[src/rtl/if_inst_buffer.sv]
// Fetch-to-decode show-ahead instruction buffer with NOP bubble insertion on empty.
// Optional zero-latency empty-path forwarding is built when IBUF_BYPASS_EN is defined.
module if_inst_buffer #(
    parameter int DEPTH = 4,
    parameter int PTR_W = 2
) (
    input  logic             clk_i,
    input  logic             reset_i,
    input  logic             fetch_valid_i,
    input  logic [31:0]      fetch_inst_i,
    input  logic [31:0]      fetch_pc_i,
    output logic             fetch_ready_o,
    input  logic             stall_ID,
    input  logic             kill_IF,
    output logic [31:0]      inst1_o,
    output logic [31:0]      pc1_o,
    output logic             inst1_valid_o,
    output logic [PTR_W:0]   count_o
);

    localparam logic [31:0]    NOP_INST   = 32'h0000_0013;
    localparam logic [PTR_W:0] FULL_COUNT = (PTR_W + 1)'(DEPTH);

    logic [31:0]      inst_mem [DEPTH];
    logic [31:0]      pc_mem   [DEPTH];
    logic [PTR_W-1:0] wr_ptr;
    logic [PTR_W-1:0] rd_ptr;
    logic [PTR_W:0]   count;

    logic             stored_valid;
    logic             enq;
    logic             deq;
    logic             bypass_take;

    // Handshake: fetch transfers on fetch_valid_i & fetch_ready_o (ready never
    // depends on this cycle's dequeue); decode consumes on inst1_valid_o & ~stall_ID;
    // kill_IF cancels both sides of the cycle.
    assign fetch_ready_o = ~reset_i & (count != FULL_COUNT);
    assign stored_valid  = (count != '0);
    assign count_o       = count;

`ifdef IBUF_BYPASS_EN
    logic bypass_show;

    assign bypass_show = ~stored_valid & fetch_valid_i & ~reset_i;
    assign bypass_take = bypass_show & ~stall_ID & ~kill_IF;

    always_comb begin
        inst1_valid_o = 1'b0;
        inst1_o       = NOP_INST;
        pc1_o         = 32'h0;
        if (stored_valid) begin
            inst1_valid_o = 1'b1;
            inst1_o       = inst_mem[rd_ptr];
            pc1_o         = pc_mem[rd_ptr];
        end else if (bypass_show) begin
            inst1_valid_o = 1'b1;
            inst1_o       = fetch_inst_i;
            pc1_o         = fetch_pc_i;
        end
    end
`else
    assign bypass_take = 1'b0;

    always_comb begin
        inst1_valid_o = 1'b0;
        inst1_o       = NOP_INST;
        pc1_o         = 32'h0;
        if (stored_valid) begin
            inst1_valid_o = 1'b1;
            inst1_o       = inst_mem[rd_ptr];
            pc1_o         = pc_mem[rd_ptr];
        end
    end
`endif

    // A forwarded offer is consumed straight from the fetch inputs, never stored.
    assign enq = fetch_valid_i & fetch_ready_o & ~kill_IF & ~bypass_take;
    assign deq = stored_valid & ~stall_ID & ~kill_IF;

    always_ff @(posedge clk_i) begin
        if (enq) begin
            inst_mem[wr_ptr] <= fetch_inst_i;
            pc_mem[wr_ptr]   <= fetch_pc_i;
        end
    end

    always_ff @(posedge clk_i) begin
        if (reset_i || kill_IF) begin
            wr_ptr <= '0;
            rd_ptr <= '0;
            count  <= '0;
        end else begin
            if (enq) begin
                wr_ptr <= wr_ptr + 1'b1;
            end
            if (deq) begin
                rd_ptr <= rd_ptr + 1'b1;
            end
            case ({enq, deq})
                2'b10:   count <= count + 1'b1;
                2'b01:   count <= count - 1'b1;
                default: count <= count;
            endcase
        end
    end

endmodule
[config.mk]
export PLATFORM = sky130hd
export DESIGN_NAME = if_inst_buffer
export DESIGN_NICKNAME = d
export VERILOG_FILES = /design/src/rtl/if_inst_buffer.sv
export SDC_FILE = /design/constraint.sdc
export NUM_CORES = 1
export LEC_CHECK = 0
export BUFFER_PORTS_ARGS = -buffer_cell sky130_fd_sc_hd__buf_2
export CAP_MARGIN = 40
export CORE_AREA = 4 4 135 137
export CTS_CLUSTER_DIAMETER = 30
export DETAILED_ROUTE_END_ITERATION = 10
export DIE_AREA = 0 0 139 141
export PLACE_DENSITY = 0.8
export SETUP_SLACK_MARGIN = 0.3
export SLEW_MARGIN = 20
export SYNTH_ARGS = -nofsm -noshare
export SYNTH_HDL_FRONTEND = slang
export SYNTH_SLANG_ARGS = --single-unit
export TNS_END_PERCENT = 50
[constraint.sdc]
create_clock -name clk_i -period 6.6 [get_ports clk_i]
set_input_delay 0.99 -clock clk_i [delete_from_list [all_inputs] [get_ports clk_i]]
set_output_delay 0.99 -clock clk_i [all_outputs]
set_load 0.005 [all_outputs]
==> out/results.ini, run 1 <==
[outcome]
outcome = finished, final reports clean

[timing]
finalClockSkew_ps = 18.4
drv_slew = 0
setup_violations = 0
rsz0062_at_grt = no
period_needed_ps = 4120
fmax_mhz = 243
min_period_over_period = 0.624
fin_setup_tns_ps = 0
slew_headroom = 0.489
whs_ps = 527
worstMarginPinSlew_ps = 762
hold_violations = 0
setup_ws_ps = 2480

[logic_synthesis]
ys_ff_latch = 265
async_reset_ff_frac = 0
ys_seq_area_frac = 0.770
synthesis.nets = 535
syn_inst = 460
ys_warn_count = 0
synth_edf_count = 256
yosys.cell_types.count = 30
synth_area_sq_um = 10200
syn_avg_cell_area_sq_um = 22.2
synth_top_flop_cell = edfxtp_1

[routing]
drt-total-wl_mm = 19.1
via_count = 4971
dr.pass1.iters = 4
routed_via_density = 5.66
wire_per_inst_um = 21.7
drcViolationCount = 0
ant_nets = 0
drtIter0Drc = 302

[floorplanning]
dieWidth_um = 139
start_util = 0.599
core-area_sq_um = 17100
row_count = 48
dieArea_sq_um = 19600
io_pins = 138
dieHeight_um = 141

[worst_setup_path]
required_ps = 5610
r2r_slack_ps = 4100
crit_type = reg2out
arrival_ps = 3130
cp-end-kind = output port
cp_max_fo = 35
start_kind = flop

[power_and_ir_drop]
power.internal_mw = 3.32
p_per_area_nw_per_um2 = 325
ir_drop_mv = 0.244
p_sw_frac = 0.182
power.leakage_nw = 4.36
pwr-share-clk = 0.518
combPwrFrac = 0.022
sequentialPowerShare = 0.461
p_total_mw = 4.06
p_switching_mw = 0.740

[global_route]
first_global_vias = 5376
grt.overflow.total = 0
antenna_found_initial = 3
grt_pass1_wl_mm = 30.4
gr-usage-all-layers = 0.201
grt_max_degree = 44

[clocking]
clkTransAtPathRegs_ps = 50
cts-resized-gates = 0
cts_buffers = 41
cts_tree = built
clk-insertion-delay-late_ps = 500
h-tree-depth = 2
clockBufferDepth = 3
clockRootBuffer = clkbuf_16
ctsHoldBuffers = 0
cts_num_sinks = 265
post_cts_buffers = 0

[finish]
multi_input_area_sq_um = 2160
instances_no_fill = 878
fin_area_sq_um = 12500
finish.utilization = 0.733
ff_latch_area_sq_um = 7880
antenna_cells = 0
fillCellCount = 1000
area_delta_synth_final_pct = 22.4
layout-drive-gt1-share = 0.421
final_nets = 701

[placement]
io_buffers = 137
place_hpwl_mm = 11.5
dp.cells = 808
place.gp.congestion = 0.744
dp_slack_ps = 2850
placed_area_sq_um = 11100

[min_path]
hold_path_class = reg2reg

[flow_run]
maxCapViolCount = 0

-- synth_stat cells, types with 2 or more instances --
cell	instances	area, sq um
a21oi_1	5	25.0
and2_1	61	382
and3_1	4	25.0
buf_12	6	120
buf_2	6	30.0
clkbuf_1	7	26.3
dfxtp_1	9	180
edfxtp_1	256	7690
ha_1	5	62.6
inv_1	6	22.5
mux4_1	4	105
mux4_2	60	1350
nand2_1	2	7.51
nand4_1	2	12.5
nor2_1	4	15.0
o21ai_0	4	20.0
or2_1	3	18.8
or3_1	3	18.8
xor2_1	2	17.5
-- flip-flops by register name, indices dropped and copies added (netlist names), named ones only --
| register | flops |
|---|---|
| count_o | 3 |
| inst_mem | 128 |
| rd_ptr | 2 |
| wr_ptr | 2 |
| pc_mem | 128 |
-- logic make-up after synthesis --
| kind of cell | Yosys count | synth area share |
|---|---|---|
| buf+inv | 27 | 0.0211 |
| flops | 265 | 0.770 |
| mux | 64 | 0.142 |
| fa+ha+maj | 6 | 0.00808 |
| simple gates | 86 | 0.0519 |
| compound gates | 10 | 0.00514 |
| xor+xnor | 2 | 0.00171 |
-- per-layer routing --
metal,wire [um],GRT usage
met5,27,0
met4,461,0.0649
met3,1440,0.0533
met2,9710,0.331
met1,7440,0.268
-- power groups by stage --
stage	Clock [mW]	Combinational (mW)	Sequential, mW
global route	2.23	0.0985	1.87
finish	2.10	0.0891	1.87
detailed placement	0	0.0901	1.90
floorplan	0	0.0361	1.90
CTS	2.14	0.0907	1.87
global placement	0	0.0818	1.90
-- path summary, 6_finish.rpt --
check,startpoint,to,cells after the start
max,count_o[0],inst1_o[16],5
min,wr_ptr[0],wr_ptr[0],2
min reg2reg,wr_ptr[0],wr_ptr[0],2
max reg2reg,count_o[2],count_o[2],9
-- critical path, cell delays in order (launching register included) --
cell and delay (ps):
dfxtp_1 360, nor3_2 590, clkinv_1 820, buf_4 500, and2_1 200, buf_2 130
-- final cells by class --
cell class,count,area share
flip-flops and latches,265,0.629
multi-input cells,168,0.173
clock buffers,47,0.0846
repair buffers,144,0.0646
clock inverters,23,0.0244
well taps,225,0.0225
inverters,6,0.00180
-- cell usage in the layout, fill, tap and decap left out, types with 7 or more instances in the layout --
cell type    n
edfxtp_1   256
buf_2      137
and2_1      61
mux4_2      60
clkbuf_16   41
clkinv_2     8
bufinv_16    7
dfxtp_1      7
Note: power is estimated with default switching activity, not from simulation.
==> run 2: changes to the inputs <==
--- a/config.mk
+++ b/config.mk
@@ -5,13 +5,14 @@
 export SDC_FILE = /design/constraint.sdc
 export NUM_CORES = 1
 export LEC_CHECK = 0
+export ABC_AREA = 1
 export BUFFER_PORTS_ARGS = -buffer_cell sky130_fd_sc_hd__buf_2
 export CAP_MARGIN = 40
-export CORE_AREA = 4 4 135 137
+export CORE_AREA = 4 4 147 149
 export CTS_CLUSTER_DIAMETER = 30
 export DETAILED_ROUTE_END_ITERATION = 10
-export DIE_AREA = 0 0 139 141
-export PLACE_DENSITY = 0.8
+export DIE_AREA = 0 0 151 153
+export PLACE_DENSITY = 0.72
 export SETUP_SLACK_MARGIN = 0.3
 export SLEW_MARGIN = 20
 export SYNTH_ARGS = -nofsm -noshare
==> constraint.sdc (replaced) <==
create_clock -name clk_i -period 3.7 [get_ports clk_i]
set_input_delay 0.555 -clock clk_i [delete_from_list [all_inputs] [get_ports clk_i]]
set_output_delay 0.555 -clock clk_i [all_outputs]
set_load 0.005 [all_outputs]
==> run 2 against run 1 <==
  * Global-route usage down 0.45 points
  * Power rose by 80%
  * Synthesized cell count up 80%
  * Utilization fell by 10 points
  * Critical path depth up 1
  * First-iteration DRC count up 23%
  * Worst hold slack worse by 270 ps
  * Register-to-register slack got worse by 2600 ps
  * Sequential power is 79% higher
  * Count of clock-buffer cells in the layout grew 4
==> out/results.ini, run 2 <==
[routing]
routed_via_density = 5.28
drcViolationCount = 0
ant_nets = 0
dr.pass1.iters = 5
drtIter0Drc = 370
drt-total-wl_mm = 22.8
wire_per_inst_um = 17.8
via_count = 6770

[clocking]
clockBufferDepth = 3
cts_tree = built
cts_buffers = 43
cts_num_sinks = 265
clockRootBuffer = clkbuf_16
h-tree-depth = 2
ctsHoldBuffers = 0
post_cts_buffers = 0
cts-resized-gates = 0
clk-insertion-delay-late_ps = 520
clkTransAtPathRegs_ps = 50

[logic_synthesis]
yosys-top-cells-area = edfxtp_1, nor2_1, o21ai_0
synth.most_common_cell = nor2_1
syn_inst = 827
synth_commonest_cells = nor2_1, edfxtp_1, o21ai_0
synth_edf_count = 256
yosys.cell_types.count = 17
async_reset_ff_frac = 0
yosysTopAreaCellShare = 0.736
synth_top_cell_by_area = edfxtp_1
synth_area_sq_um = 10400
ys_warn_count = 0
ys_seq_area_frac = 0.754
syn_avg_cell_area_sq_um = 12.6
ys_ff_latch = 265
synth_top_flop_cell = edfxtp_1
synthesis.nets = 902

[floorplanning]
io_pins = 138
core-area_sq_um = 20200
dieWidth_um = 151
start_util = 0.518
dieHeight_um = 153
dieArea_sq_um = 23100
row_count = 52

[finish]
fillCellCount = 1541
layout-drive-gt1-share = 0.227
area_delta_synth_final_pct = 22.3
ff_latch_area_sq_um = 7870
multi_input_area_sq_um = 2210
finish.utilization = 0.633
final_nets = 1053
final_cell_mix = edfxtp_1, nor2_1, buf_2
mostFrequentLayoutCell = edfxtp_1

[timing]
period_needed_ps = 2970
hold_violations = 0
slew_headroom = 0.476
min_period_over_period = 0.802
drv_slew = 0
worstMarginPinSlew_ps = 787
setup_violations = 0
rsz0062_at_grt = no
fmax_mhz = 337
finalClockSkew_ps = 17.5

[placement]
place_hpwl_mm = 13.2
place.gp.congestion = 0.761
io_buffers = 137

[power_and_ir_drop]
power.leakage_nw = 4.74
p_per_area_nw_per_um2 = 571
p_total_mw = 7.30
ir_drop_mv = 0.512

[worst_setup_path]
crit_type = reg2out
arrival_ps = 2410
r2r_slack_ps = 1480
r2r-start = count_o[1]
start_kind = flop
cp_max_fo = 32
reg2reg_depth = 12
cp-end-kind = output port
required_ps = 3140
rr_endpoint = count_o[2]

[outcome]
outcome = finished, final reports clean

[flow_run]
maxCapViolCount = 0

[global_route]
first_global_vias = 6851
grt_pass1_wl_mm = 35.9
antenna_found_initial = 1
grt.overflow.total = 0
grt_max_degree = 86
gr-usage-all-layers = 0.197

[min_path]
hold_path_class = in2reg
hold_depth = 1
min_to = inst_mem[0][19]
hp-start = fetch_inst_i[19]

==> run 2: cell count changes after synthesis, sizes merged, moves of 3 or more <==
| cell | previous run | this run |
|---|---|---|
| a21oi | 5 | 73 |
| and2 | 62 | 0 |
| and3 | 4 | 0 |
| buf | 13 | 37 |
| inv | 6 | 19 |
| mux4 | 64 | 0 |
| nand2 | 2 | 27 |
| nand3 | 0 | 6 |
| nor2 | 4 | 257 |
| o21ai | 4 | 127 |
| or2 | 4 | 0 |
| or3 | 3 | 0 |
==> run 2: logic make-up (layout without fill, tap and decap cells) <==
kind of cell               Yosys count  after routing  synth area share
other                                0              1                 0
AOI/OAI and AO/OA                  200            200            0.0959
adders and majority gates            6              6           0.00791
and+or+nand+nor                    290            290             0.105
buffers and inverters               66            249            0.0375
DFF                                265            265             0.754
==> run 2: worst max-delay path, stage by stage, from the launching register on <==
cell,delay [ps]
dfxtp_1,330
nor2_1,180
nand2_1,240
inv_2,560
buf_12,300
a21oi_1,110
buf_2,160
==> run 2: final cells by class <==
type	count	area share
diodes	1	0.000196
clock buffers	51	0.0883
clock inverters	26	0.0210
inverters	19	0.00568
multi-input cells	496	0.173
flip-flops and latches	265	0.616
well taps	270	0.0265
repair buffers	153	0.0690
==> run 2: layer usage <==
layer | global-route usage | wire length, um | vias to the layer above
met2 | 0.343 | 11700 | 216
met1 | 0.253 | 9210 | 3283
met3 | 0.0370 | 1520 | 37
li1 | - | - | 3234
met5 | 0 | 0 | -
met4 | 0.0518 | 376 | 0
==> run 2: worst max path at each step <==
stage,start,endpoint,slack (ps),cells after the start
2_1_floorplan,reset_i,inst_mem[0][0],-510,3
6_report,count_o[1],pc1_o[2],730,6
3_5_place_dp,reset_i,pc_mem[0][11],1070,5
3_3_place_gp,reset_i,pc_mem[0][8],1110,5
4_1_cts,count_o[1],pc1_o[2],710,6
5_1_grt,count_o[1],pc1_o[2],590,6
==> run 2: stage by stage <==
| step | hold slack [ps] | setup TNS, ps | setup slack (ps) | cell area [sq um] | std cells |
|---|---|---|---|---|---|
| after floorplan | 461 | -129680 | -507 | 10400 | 827 |
| after global placement | 479 | 0 | 1110 | 11400 | 1202 |
| after detailed placement | 499 | 0 | 1070 | 11400 | 1203 |
| after CTS | 236 | 0 | 714 | 12800 | 1280 |
| after global routing | 247 | 0 | 592 | 12800 | 1281 |
| final | 252 | 0 | 732 | 12800 | 1281 |
==> run 2: report_power, final <==
group          switching (mW)  internal (mW)  total [mW]
logic                   0.130         0.0690       0.200
clock network            1.35           2.41        3.76
registers             0.00884           3.33        3.34
total                    1.49           5.81        7.30
==> run 3: changes to the inputs <==
--- a/config.mk
+++ b/config.mk
@@ -8,11 +8,11 @@
 export ABC_AREA = 1
 export BUFFER_PORTS_ARGS = -buffer_cell sky130_fd_sc_hd__buf_2
 export CAP_MARGIN = 40
-export CORE_AREA = 4 4 147 149
+export CORE_AREA = 4 4 141 143
 export CTS_CLUSTER_DIAMETER = 30
 export DETAILED_ROUTE_END_ITERATION = 10
-export DIE_AREA = 0 0 151 153
-export PLACE_DENSITY = 0.72
+export DIE_AREA = 0 0 145 147
+export PLACE_DENSITY = 0.75
 export SETUP_SLACK_MARGIN = 0.3
 export SLEW_MARGIN = 20
 export SYNTH_ARGS = -nofsm -noshare
==> constraint.sdc (replaced) <==
create_clock -name clk_i -period 2.9 [get_ports clk_i]
set_input_delay 0.435 -clock clk_i [delete_from_list [all_inputs] [get_ports clk_i]]
set_output_delay 0.435 -clock clk_i [all_outputs]
set_load 0.005 [all_outputs]
==> run 3 against run 2 <==
  * Combinational power rose by 29%
  * Sequential share of layout area shrank 1.3 points
  * Worst setup slack worse by 260 ps
  * Global-route usage increased by 0.82 points
  * Critical path type unchanged
  * Critical endpoint is now pc1_o[20]
  * Largest power group unchanged
  * Highest routed layer unchanged
==> out/results.ini, run 3 (synthesized netlist as in run 2, its figures left out) <==
[placement]
dp.cells = 1167
placed_area_sq_um = 11400
place_hpwl_mm = 11.8
dp_slack_ps = 710
place.gp.congestion = 0.773
io_buffers = 137

[timing]
whs_ps = 140
fmax_mhz = 412
fin_setup_tns_ps = 0
rsz0062_at_grt = no
finalClockSkew_ps = 8.89
setup_violations = 0
worstMarginPinSlew_ps = 527
drv_slew = 0
period_needed_ps = 2430
slew_headroom = 0.648
setup_ws_ps = 473
hold_violations = 0
min_period_over_period = 0.837

[finish]
fin_area_sq_um = 13000
instances_no_fill = 1250
layout-drive-gt1-share = 0.233
mostFrequentLayoutCell = edfxtp_1
area_delta_synth_final_pct = 24.9
final_cell_mix = edfxtp_1, nor2_1, buf_2
finish.utilization = 0.702
final_nets = 1057

[worst_setup_path]
r2r_slack_ps = 710
reg2reg_depth = 12
arrival_ps = 1990
cp-end-kind = output port
rr_endpoint = count_o[2]
start_kind = flop
crit_type = reg2out
required_ps = 2470
r2r-start = count_o[1]
cp_max_fo = 22

[floorplanning]
io_pins = 138
start_util = 0.562
dieWidth_um = 145
dieHeight_um = 147
core-area_sq_um = 18600
dieArea_sq_um = 21300
row_count = 50

[power_and_ir_drop]
power.leakage_nw = 4.85
p_total_mw = 9.94
ir_drop_mv = 0.566
p_per_area_nw_per_um2 = 762

[clocking]
cts_buffers = 45
post_cts_buffers = 0
h-tree-depth = 2
clkTransAtPathRegs_ps = 60
clockBufferDepth = 3
clockRootBuffer = clkbuf_16
cts_tree = built
clk-insertion-delay-late_ps = 500
cts_num_sinks = 265

[routing]
ant_nets = 0
drt-total-wl_mm = 22.4
via_count = 6792
drcViolationCount = 0
drtIter0Drc = 474
wire_per_inst_um = 17.9
routed_via_density = 5.43
dr.pass1.iters = 6

[min_path]
hold_path_class = in2reg
hold_depth = 1
min_to = inst_mem[2][23]
hp-start = fetch_inst_i[23]

[flow_run]
maxCapViolCount = 0

[global_route]
grt_max_degree = 129
grt.overflow.total = 0
met1_usage = 0.257
grtUsageMet2 = 0.358
top_usage_layer = met2
antenna_found_initial = 1
first_global_vias = 6893
met3_usage = 0.0475
gr-usage-all-layers = 0.205
grt_pass1_wl_mm = 35.1

[outcome]
outcome = finished, final reports clean

run 3: cell count changes in the layout (fill, tap and decap cells not counted), sizes merged:
cell / delta
clkinv: -3
inv: -1
bufinv: +6
clkinvlp: +3
run 3: area by class of cell:
class                   count  area, sq um
flip-flops and latches    265         7870
fillers                  1233         5540
multi-input cells         496         2210
clock buffers              50         1140
repair buffers            154         1000
clock inverters            30          429
well taps                 234          293
inverters                  19         78.8
repair inverters            1         5.00
diodes                      1         2.50
run 3: critical path, cell delays in order (launching register included):
cell,delay (ps)
dfxtp_2,340
inv_2,400
buf_4,330
nor2_1,80
o21ai_0,110
a21oi_1,90
buf_2,130
run 3: worst max-delay path by stage:
stage,start,endpoint,slack (ps),depth (start not counted)
final,flop,pc1_o[20],470,6
after global routing,flop,pc1_o[20],310,6
after CTS,count_o[1],pc1_o[14],360,6
after detailed placement,reset_i,inst_mem[0][19],710,6
after global placement,reset_i,pc_mem[0][3],720,6
after floorplan,reset_i,inst_mem[0][0],-180,3
run 3: layer usage:
layer	share of wire	wire length, um
met1	0.41	9240
met2	0.50	11200
met3	0.071	1600
met4	0.015	334
met5	0	0
run 3: repair_timing:
item	4_1_cts	5_1_grt
gates cloned	0	2
endpoints found under the setup margin	35	34
endpoints found under the hold margin	0	0
hold buffers	0	0
gates resized for setup	1	5
run 3: report_power, final:
| part | internal (mW) | leakage (nW) | switching, mW |
|---|---|---|---|
| Clock | 3.67 | 0.754 | 1.76 |
| Sequential | 4.24 | 2.39 | 0.0102 |
| Combinational | 0.0933 | 1.71 | 0.164 |
